===== config.mk =====
export PLATFORM = sky130hd
export DESIGN_NAME = uart_tx_top
export DESIGN_NICKNAME = d
export VERILOG_FILES = /design/src/rtl/uart_tx_top_pkg.sv /design/src/rtl/uart_baudgen.sv /design/src/rtl/uart_tx_top.sv
export SDC_FILE = /design/constraint.sdc
export NUM_CORES = 1
export LEC_CHECK = 0
export ABC_CLOCK_PERIOD_IN_PS = 5500
export CAP_MARGIN = 20
export CORE_UTILIZATION = 50
export CTS_BUF_LIST = sky130_fd_sc_hd__clkbuf_4
export CTS_CLUSTER_SIZE = 30
export DETAILED_ROUTE_END_ITERATION = 6
export GPL_ROUTABILITY_DRIVEN = 1
export HOLD_SLACK_MARGIN = 0.15
export MAX_ROUTING_LAYER = met4
export PLACE_DENSITY = 0.82
export SLEW_MARGIN = 20
export SYNTH_ARGS = -nofsm -noshare
export SYNTH_HDL_FRONTEND = slang
export SYNTH_SLANG_ARGS = --single-unit

===== constraint.sdc =====
create_clock -name i_clk -period 5.5 [get_ports i_clk]
set_input_delay 1.375 -clock i_clk [delete_from_list [all_inputs] [get_ports i_clk]]
set_output_delay 1.375 -clock i_clk [all_outputs]
set_load 0.02 [all_outputs]

===== src/rtl/uart_tx_top_pkg.sv =====
// Shared definitions for the UART transmitter: state encoding, oversample ratio
// and the frame-length helper used to size the bit counter.
package uart_tx_top_pkg;

    localparam int OVERSAMPLE = 16;

    typedef enum logic [2:0] {
        ST_IDLE,
        ST_START,
        ST_DATA,
        ST_PARITY,
        ST_STOP
    } tx_state_t;

    function automatic int frame_length(input int data_width, input int parity_en);
        return data_width + 2 + ((parity_en != 0) ? 1 : 0);
    endfunction

endpackage


===== src/rtl/uart_baudgen.sv =====
// Fractional baud generator: x16 tick every P or P+1 clocks (fractional carry),
// bit tick on every 16th x16 tick; restartable by a synchronous clear.
module uart_baudgen
    import uart_tx_top_pkg::*;
#(
    parameter int COUNTER_WIDTH = 20
) (
    input  logic        i_clk,
    input  logic        i_rstn,
    input  logic [15:0] i_divisor,
    input  logic [3:0]  i_fra_adj,
    input  logic        i_clear,
    output logic        o_baud,
    output logic        o_baud_x16
);

    logic [COUNTER_WIDTH-1:0] remain;
    logic [COUNTER_WIDTH-1:0] remain_next;
    logic [COUNTER_WIDTH-1:0] period;
    logic [3:0]               acc;
    logic [3:0]               acc_next;
    logic [4:0]               acc_sum;
    logic [3:0]               tick_cnt;
    logic [3:0]               tick_base;
    logic [3:0]               tick_cnt_next;
    logic                     tick_next;
    logic                     baud_next;

    assign period  = (i_divisor == 16'd0) ? COUNTER_WIDTH'(1) : COUNTER_WIDTH'(i_divisor);
    assign acc_sum = {1'b0, acc} + {1'b0, i_fra_adj};

    // remain counts clocks left in the current interval; zero only right after
    // reset and means "start a fresh interval", the same as a clear.
    always_comb begin
        remain_next = remain - COUNTER_WIDTH'(1);
        acc_next    = acc;
        tick_base   = tick_cnt;
        if (i_clear || remain == '0) begin
            remain_next = period;
            acc_next    = '0;
            tick_base   = '0;
        end else if (remain == COUNTER_WIDTH'(1)) begin
            remain_next = period + COUNTER_WIDTH'(acc_sum[4]);
            acc_next    = acc_sum[3:0];
        end
        tick_next     = (remain_next == COUNTER_WIDTH'(1));
        baud_next     = tick_next && (tick_base == 4'(OVERSAMPLE - 1));
        tick_cnt_next = tick_next ? tick_base + 4'd1 : tick_base;
    end

    always_ff @(posedge i_clk or negedge i_rstn) begin
        if (!i_rstn) begin
            remain     <= '0;
            acc        <= '0;
            tick_cnt   <= '0;
            o_baud_x16 <= 1'b0;
            o_baud     <= 1'b0;
        end else begin
            remain     <= remain_next;
            acc        <= acc_next;
            tick_cnt   <= tick_cnt_next;
            o_baud_x16 <= tick_next;
            o_baud     <= baud_next;
        end
    end

endmodule


===== src/rtl/uart_tx_top.sv =====
// UART transmitter: start bit, LSB-first data, optional even parity, stop bit,
// each bit lasting one o_baud period from the fractional baud generator.
module uart_tx_top
    import uart_tx_top_pkg::*;
#(
    parameter int DATA_WIDTH    = 8,
    parameter int PARITY_EN     = 0,
    parameter int COUNTER_WIDTH = 20
) (
    input  logic                  i_clk,
    input  logic                  i_rstn,
    input  logic [15:0]           i_divisor,
    input  logic [3:0]            i_fra_adj,
    input  logic [DATA_WIDTH-1:0] i_din,
    input  logic                  i_valid,
    output logic                  o_busy,
    output logic                  o_TX,
    output logic                  o_baud,
    output logic                  o_baud_x16
);

    localparam int FRAME_LEN = frame_length(DATA_WIDTH, PARITY_EN);
    localparam int BIT_CNT_W = $clog2(FRAME_LEN);
    localparam logic [BIT_CNT_W-1:0] LAST_DATA = BIT_CNT_W'(DATA_WIDTH);

    tx_state_t             state;
    logic [DATA_WIDTH-1:0] shift_reg;
    logic                  parity_bit;
    logic [BIT_CNT_W-1:0]  bit_cnt;
    logic                  accept;
    logic                  baud;

    // Restarting the divider on accept aligns bit boundaries to the start bit.
    assign accept = (state == ST_IDLE) && i_valid;
    assign o_baud = baud;

    uart_baudgen #(
        .COUNTER_WIDTH(COUNTER_WIDTH)
    ) u_baudgen (
        .i_clk      (i_clk),
        .i_rstn     (i_rstn),
        .i_divisor  (i_divisor),
        .i_fra_adj  (i_fra_adj),
        .i_clear    (accept),
        .o_baud     (baud),
        .o_baud_x16 (o_baud_x16)
    );

    always_ff @(posedge i_clk or negedge i_rstn) begin
        if (!i_rstn) begin
            state      <= ST_IDLE;
            o_TX       <= 1'b1;
            o_busy     <= 1'b0;
            shift_reg  <= '0;
            parity_bit <= 1'b0;
            bit_cnt    <= '0;
        end else begin
            case (state)
                ST_IDLE: begin
                    if (i_valid) begin
                        shift_reg  <= i_din;
                        parity_bit <= ^i_din;
                        bit_cnt    <= '0;
                        o_TX       <= 1'b0;
                        o_busy     <= 1'b1;
                        state      <= ST_START;
                    end
                end
                ST_START: begin
                    if (baud) begin
                        o_TX      <= shift_reg[0];
                        shift_reg <= shift_reg >> 1;
                        bit_cnt   <= bit_cnt + BIT_CNT_W'(1);
                        state     <= ST_DATA;
                    end
                end
                ST_DATA: begin
                    if (baud) begin
                        bit_cnt <= bit_cnt + BIT_CNT_W'(1);
                        if (bit_cnt == LAST_DATA) begin
                            if (PARITY_EN != 0) begin
                                o_TX  <= parity_bit;
                                state <= ST_PARITY;
                            end else begin
                                o_TX  <= 1'b1;
                                state <= ST_STOP;
                            end
                        end else begin
                            o_TX      <= shift_reg[0];
                            shift_reg <= shift_reg >> 1;
                        end
                    end
                end
                ST_PARITY: begin
                    if (baud) begin
                        o_TX  <= 1'b1;
                        state <= ST_STOP;
                    end
                end
                ST_STOP: begin
                    if (baud) begin
                        o_TX   <= 1'b1;
                        o_busy <= 1'b0;
                        state  <= ST_IDLE;
                    end
                end
                default: begin
                    o_TX   <= 1'b1;
                    o_busy <= 1'b0;
                    state  <= ST_IDLE;
                end
            endcase
        end
    end

endmodule


Word level (Yosys, flattened, before mapping)
Index checks and enable logic that the tools add are counted.
Operators by class
  $add $sub $neg: 5
  multiply operators: 0
  div/mod/pow operators: 0
  order comparisons: 0
  equality and inequality tests: 17
  shift-type cells: 0
  mux-type cells: 31
  bitwise operators: 1
  reduce and logical (&&, ||, !) cells: 17
Operators by type and width (count)
  $eq A20 B1 Y1 const B: 2
  $mux W20: 2
  $mux W8: 4
  $mux W4: 6
  $pmux W8 S3: 1
  $add A20 B1 Y20: 1
  $logic_not A20 Y1: 1
  $sub A20 B1 Y20 const B: 1
  $mux W3: 6
  $logic_not A16 Y1: 1
  $mux W16: 1
  $pmux W3 S5: 1
  $ne A2 B1 Y1 const B: 6
  $add A4 B1 Y4 const B: 2
  $eq A4 B4 Y1 const B: 2
  $pmux W4 S2: 1
  $mux W1: 7
  $eq A3 B2 Y1 const B: 2
  $ne A2 B2 Y1 const B: 3
  $reduce_and A3 Y1: 2
  $reduce_and A6 Y1: 1
  $add A4 B4 Y5: 1
  $reduce_and A5 Y1: 1
  $pmux W1 S4: 1
  12 further kinds: 15
Storage, ports and cells
  register bits after elaboration: 47
  bits in latches: 0
  RAM bits: 0
  ROM bits: 0
  bits of input ports: 31
  output and inout port bits: 4
  logic and storage cells: 81
  memories kept: 0

Depth between registers and ports, before layout
  depth after elaboration: 7
  mapped depth: 18
  mapped depth without buffers: 17

Cells and area by module
A second synthesis with hierarchy kept.
Unflattened totals
  cell total of the unflattened synthesis: 347
  area total of the unflattened synthesis: 3321.9 sq um
By module, submodules not included
  uart_baudgen: instances 1, cells an instance 251, area each 2319.7 sq um, seq. area each 750.7 sq um
  uart_tx_top: instances 1, cells an instance 96, area each 1002.2 sq um, seq. area each 426.7 sq um

Worst setup path after synthesis
Ideal clock, no wire load.
  path kind: input port to flip-flop
  start: input port i_fra_adj[0]
  end: register u_baudgen.tick_cnt[3]
  library setup time: 77 ps
  arrival: 4476 ps
  data required time: 5423 ps
  slack: 947 ps
  cell stages on the path: 18
  buffers on the path: 1
  cells stage by stage: ha_1 -> inv_1 -> fa_1 -> nor2b_1 -> o21ai_0 -> nand2b_1 -> ha_1 -> ha_1 -> and3_1 -> and3_1 -> clkbuf_1 -> nand4_1 -> o22ai_1 -> a2bb2oi_1 -> nor4_1 -> nand4_1 -> or4_1 -> a21oi_1
On the way
  longest elaborated chain between the ends: 6
RTL lines
  start, declared: RTL line uart_tx_top.sv:13  | input logic [3:0] i_fra_adj,
  $add A4 B4 Y5: RTL line uart_baudgen.sv:30  | assign acc_sum = {1'b0, acc} + {1'b0, i_fra_adj};
  $add A20 B1 Y20: RTL line uart_baudgen.sv:43  | remain_next = period + COUNTER_WIDTH'(acc_sum[4]);
  $mux W20: RTL line uart_baudgen.sv:42  | end else if (remain == COUNTER_WIDTH'(1)) begin
  $mux W20: RTL line uart_baudgen.sv:38  | if (i_clear || remain == '0) begin
  via u_baudgen.remain_next[12]: RTL line uart_baudgen.sv:18  | logic [COUNTER_WIDTH-1:0] remain_next;
  $eq A20 B1 Y1: RTL line uart_baudgen.sv:46  | tick_next = (remain_next == COUNTER_WIDTH'(1));
  $mux W4: RTL line uart_baudgen.sv:48  | tick_cnt_next = tick_next ? tick_base + 4'd1 : tick_base;
  via u_baudgen.tick_cnt_next[3]: RTL line uart_baudgen.sv:25  | logic [3:0] tick_cnt_next;
  end signal, assigned: RTL line uart_baudgen.sv:61  | tick_cnt <= tick_cnt_next;
  end, declared: RTL line uart_baudgen.sv:23  | logic [3:0] tick_cnt;
The timed path passes the listed nets, and every way through them passes these cells.
A chain may end at the register's enable or synchronous reset.

Final worst setup path
Ends and elaborated chain as after synthesis.

==> summary.md <==
| Metric | Value |
|---|---|
| Max IR drop VDD | `approximately 140 µV` |
| Commonest cells post-synth | `dfrtp_1 (46), nor2_1 (39), a21oi_1 (33)` |
| Clock transition at path regs | `0.14 ns` |
| GP Congestion | `1.01` |
| Slew at the pin closest to its max-slew limit | `about 1.0 ns` |
| Post-detailed-route wirelength per cell | `approximately 17 µm` |
| R2r setup slk | `between 1 and 1.5 ns` |
| Fin nets | `approximately 430` |
| P_leak | `1.50 nW` |
| Pins over their slew limit | `0` |
| Row Count | `28` |
| Die height | `between 80 and 90 µm` |
| Initial Util | `0.527` |
| Root buf cell | `clkbuf_4` |
| HP Class | `reg -> reg` |
| Storage cell area | `about 1200 µm²` |
| Post_cts resized | `0` |
| Fillers | `around 540` |
| Max Fanout on Critical Path | `6` |
| Max-cap violation count | `0` |
| Largest register FFs | `20` |
| Hold Crit Depth | `1` |
| Hold buffers post-CTS | `0` |
| R2r worst-path depth | `10` |
| I/O pins | `35` |
| Core footprint | `6030 µm²` |
| Buffers on Ports | `34` |
| Synth area leader | `dfrtp_1` |
| RSZ-0062 raised after global routing | `no` |
| Clk sinks | `47` |
| Synthesized area | `between 3000 and 4000 µm²` |
| Pwr dens | `about 300 nW/µm²` |
| Layout area overhead | `13.0%` |
| Fin. Hold Viols | `0` |
| Syn_nets | `just over 400` |
| Largest net degree at the start of global routing | `between 40 and 50` |
| Synthesized instance count | `363` |
| Yosys reg bits | `47` |
| Post-route DRC | `0` |
| Dpl cells | `around 460` |
| DP HPWL | `roughly 5600 µm` |
| Final setup fails | `0` |
| Top cell type's share of synthesized area | `0.363` |
| Chip width | `81.7 µm` |
| Initial DRC Count | `between 200 and 300` |
| YS warnings | `0` |
| Area contributors post-synth | `dfrtp_1 (36%), a21oi_1 (5.2%), nor2_1 (4.6%), ha_1 (4.3%), xnor2_1 (3.3%)` |
| Number of post-CTS setup repair buffers | `0` |
| Share of post-route cells with drive strength above 1 | `0.0742` |
| Skew-Pair Late Insertion Delay | `approximately 0.38 ns` |
| CTS tree | `done` |
| ANT cells | `0` |
| Total congestion overflow | `0` |
| Element type at the critical path end | `flop` |
| Setup TNS | `0 ns` |
| Worst-case clock skew | `slightly below 0.02 ns` |
| Worst r2r src | `u_baudgen.remain[12]$_DFF_PN0_` |
| Total GRT Usage | `0.261` |
| Critical Path AT | `5.38 ns` |
| Initial antenna violation count | `0` |
| First-pass GRT wire length | `roughly 13,000 µm` |
| CTS buffer count | `5` |
| Fin crit share | `0.926` |
| Seq/Total Area, Yosys | `0.371` |
| Period minus WS final | `a little over 5 ns` |
| Mean Syn Cell Area | `a little under 9 µm²` |
| Worst setup SP type | `primary input` |
| Non-filler cells, final | `466` |
| RR Endpoint | `u_baudgen.tick_cnt[3]$_DFF_PN0_` |
| Post-route ant nets | `0` |
| Routed WL | `between 7000 and 8000 µm` |
| Hold path startpoint | `o_busy$_DFFE_PN0P_` |
| Multi-input logic area | `between 1500 and 2000 µm²` |
| Via density | `approximately 6.1` |
| Slew Limit Headroom | `0.309` |
| Htree depth | `2` |
| DR vias | `around 2,800` |
| Vias in the first global route | `approximately 2,600` |
| Count leader, synth | `dfrtp_1` |
| Post-synth ARST share | `1.00` |
| EDFF count, synth | `0` |
| Min Hold Slack | `~0.54 ns` |
| Primary FF master, synth | `dfrtp_1` |
| Max Clk Rate | `roughly 0.20 GHz` |
| Critical Path RT | `approximately 5.8 ns` |
| Status | `completed` |
| Worst Hold Endpoint | `o_busy$_DFFE_PN0P_` |
| CTS Buffer Depth | `2` |
| Crit path kind | `in -> reg` |
| Synth cell types | `60` |
| Die footprint | `about 6700 µm²` |
| Number of iterations in the first detailed-routing pass | `5` |
-- cell families (layout without fill, tap and decap cells) --
logic type,count (synthesis),in the layout,share of synthesized area
simple gates,154,154,0.260
flops,47,47,0.371
xor+xnor,21,21,0.0580
compound gates,83,83,0.171
buf+inv,35,63,0.0552
fa+ha+maj,12,12,0.0497
mux,11,11,0.0351
-- how the worst max path moves through the flow --
stage | from | end | cells past startpoint
final | i_fra_adj[0] | u_baudgen.tick_cnt[3]$_DFF_PN0_ | 18
after global routing | i_fra_adj[0] | u_baudgen.tick_cnt[3]$_DFF_PN0_ | 18
after CTS | i_fra_adj[0] | u_baudgen.tick_cnt[3]$_DFF_PN0_ | 18
after detailed placement | i_fra_adj[0] | u_baudgen.tick_cnt[3]$_DFF_PN0_ | 18
after global placement | i_fra_adj[0] | u_baudgen.tick_cnt[1]$_DFF_PN0_ | 18
after floorplan | i_fra_adj[0] | u_baudgen.tick_cnt[3]$_DFF_PN0_ | 18
-- power by group --
part / leakage, nW / internal [mW] / switching, mW
sequential: 0.580 / 0.434 / 0.0922
clock: 0.0288 / 0.0493 / 0.121
combinational: 0.893 / 0.181 / 0.212
total: 1.50 / 0.664 / 0.425
-- critical path, cell delays in order --
cell             delay, ns
clkdlybuf4s50_1       0.46
ha_1                  0.16
inv_1                 0.06
fa_1                  0.40
nor2b_1               0.14
o21ai_0               0.08
nand2b_1              0.08
ha_1                  0.18
ha_1                  0.23
and3_1                0.23
and3_1                0.29
nand4_1               0.16
o22ai_1               0.21
a2bb2oi_1             0.12
nor4_1                0.33
nand4_1               0.22
or4_1                 0.52
a21oi_1               0.15
-- metal layers --
metal / wire, µm / up-vias / part of all wire / global-route usage
met5: 0 / - / 0 / -
met4: 110 / 0 / 0.014 / 0.0807
met3: 563 / 10 / 0.073 / 0.0456
met2: 3490 / 129 / 0.45 / 0.387
met1: 3550 / 1331 / 0.46 / 0.362
li1: - / 1378 / - / -
-- layout make-up --
cell class                      count  area share
Timing Repair Buffer               39       0.105
Tap cell                           75      0.0262
Clock buffer                        5      0.0105
Clock inverter                      3     0.00558
Sequential cell                    47       0.328
Inverter                           16      0.0168
Multi-Input combinational cell    281       0.508
-- stage by stage --
step           cell area [µm²]  power, mW   util  worst slack (ns)
2_1_floorplan             3170      0.790      -             0.947
3_3_place_gp              3520      0.901  0.585             0.318
3_5_place_dp              3520      0.912  0.585             0.108
4_1_cts                   3580       1.08  0.594             0.486
5_1_grt                   3580       1.16  0.595             0.195
6_report                  3580       1.09  0.595             0.409
-- layout by cell type, fill, tap and decap left out, drive strengths merged, types with 2 or more instances in the layout --
cell / n
nor3b: 2
nor4b: 3
nor2: 40
xnor2: 12
or3: 3
clkdlybuf4s50: 33
and3: 7
or4: 5
nor2b: 3
ha: 11
and4: 3
mux2i: 10
nand2: 26
clkinv: 2
or3b: 2
a31oi: 2
a32oi: 2
a2bb2oi: 3
and2: 6
nand3: 19
a211oi: 2
clkbuf: 5
dfrtp: 46
o21ai: 13
nand4: 6
nor4: 11
xor2: 9
o32a: 3
o31ai: 3
inv: 16
nor3: 14
o2bb2ai: 3
nand2b: 2
a21oi: 33
o22ai: 6
o31a: 2
buf: 6
a21o: 4
No activity file was read; power rests on OpenSTA's default activity.
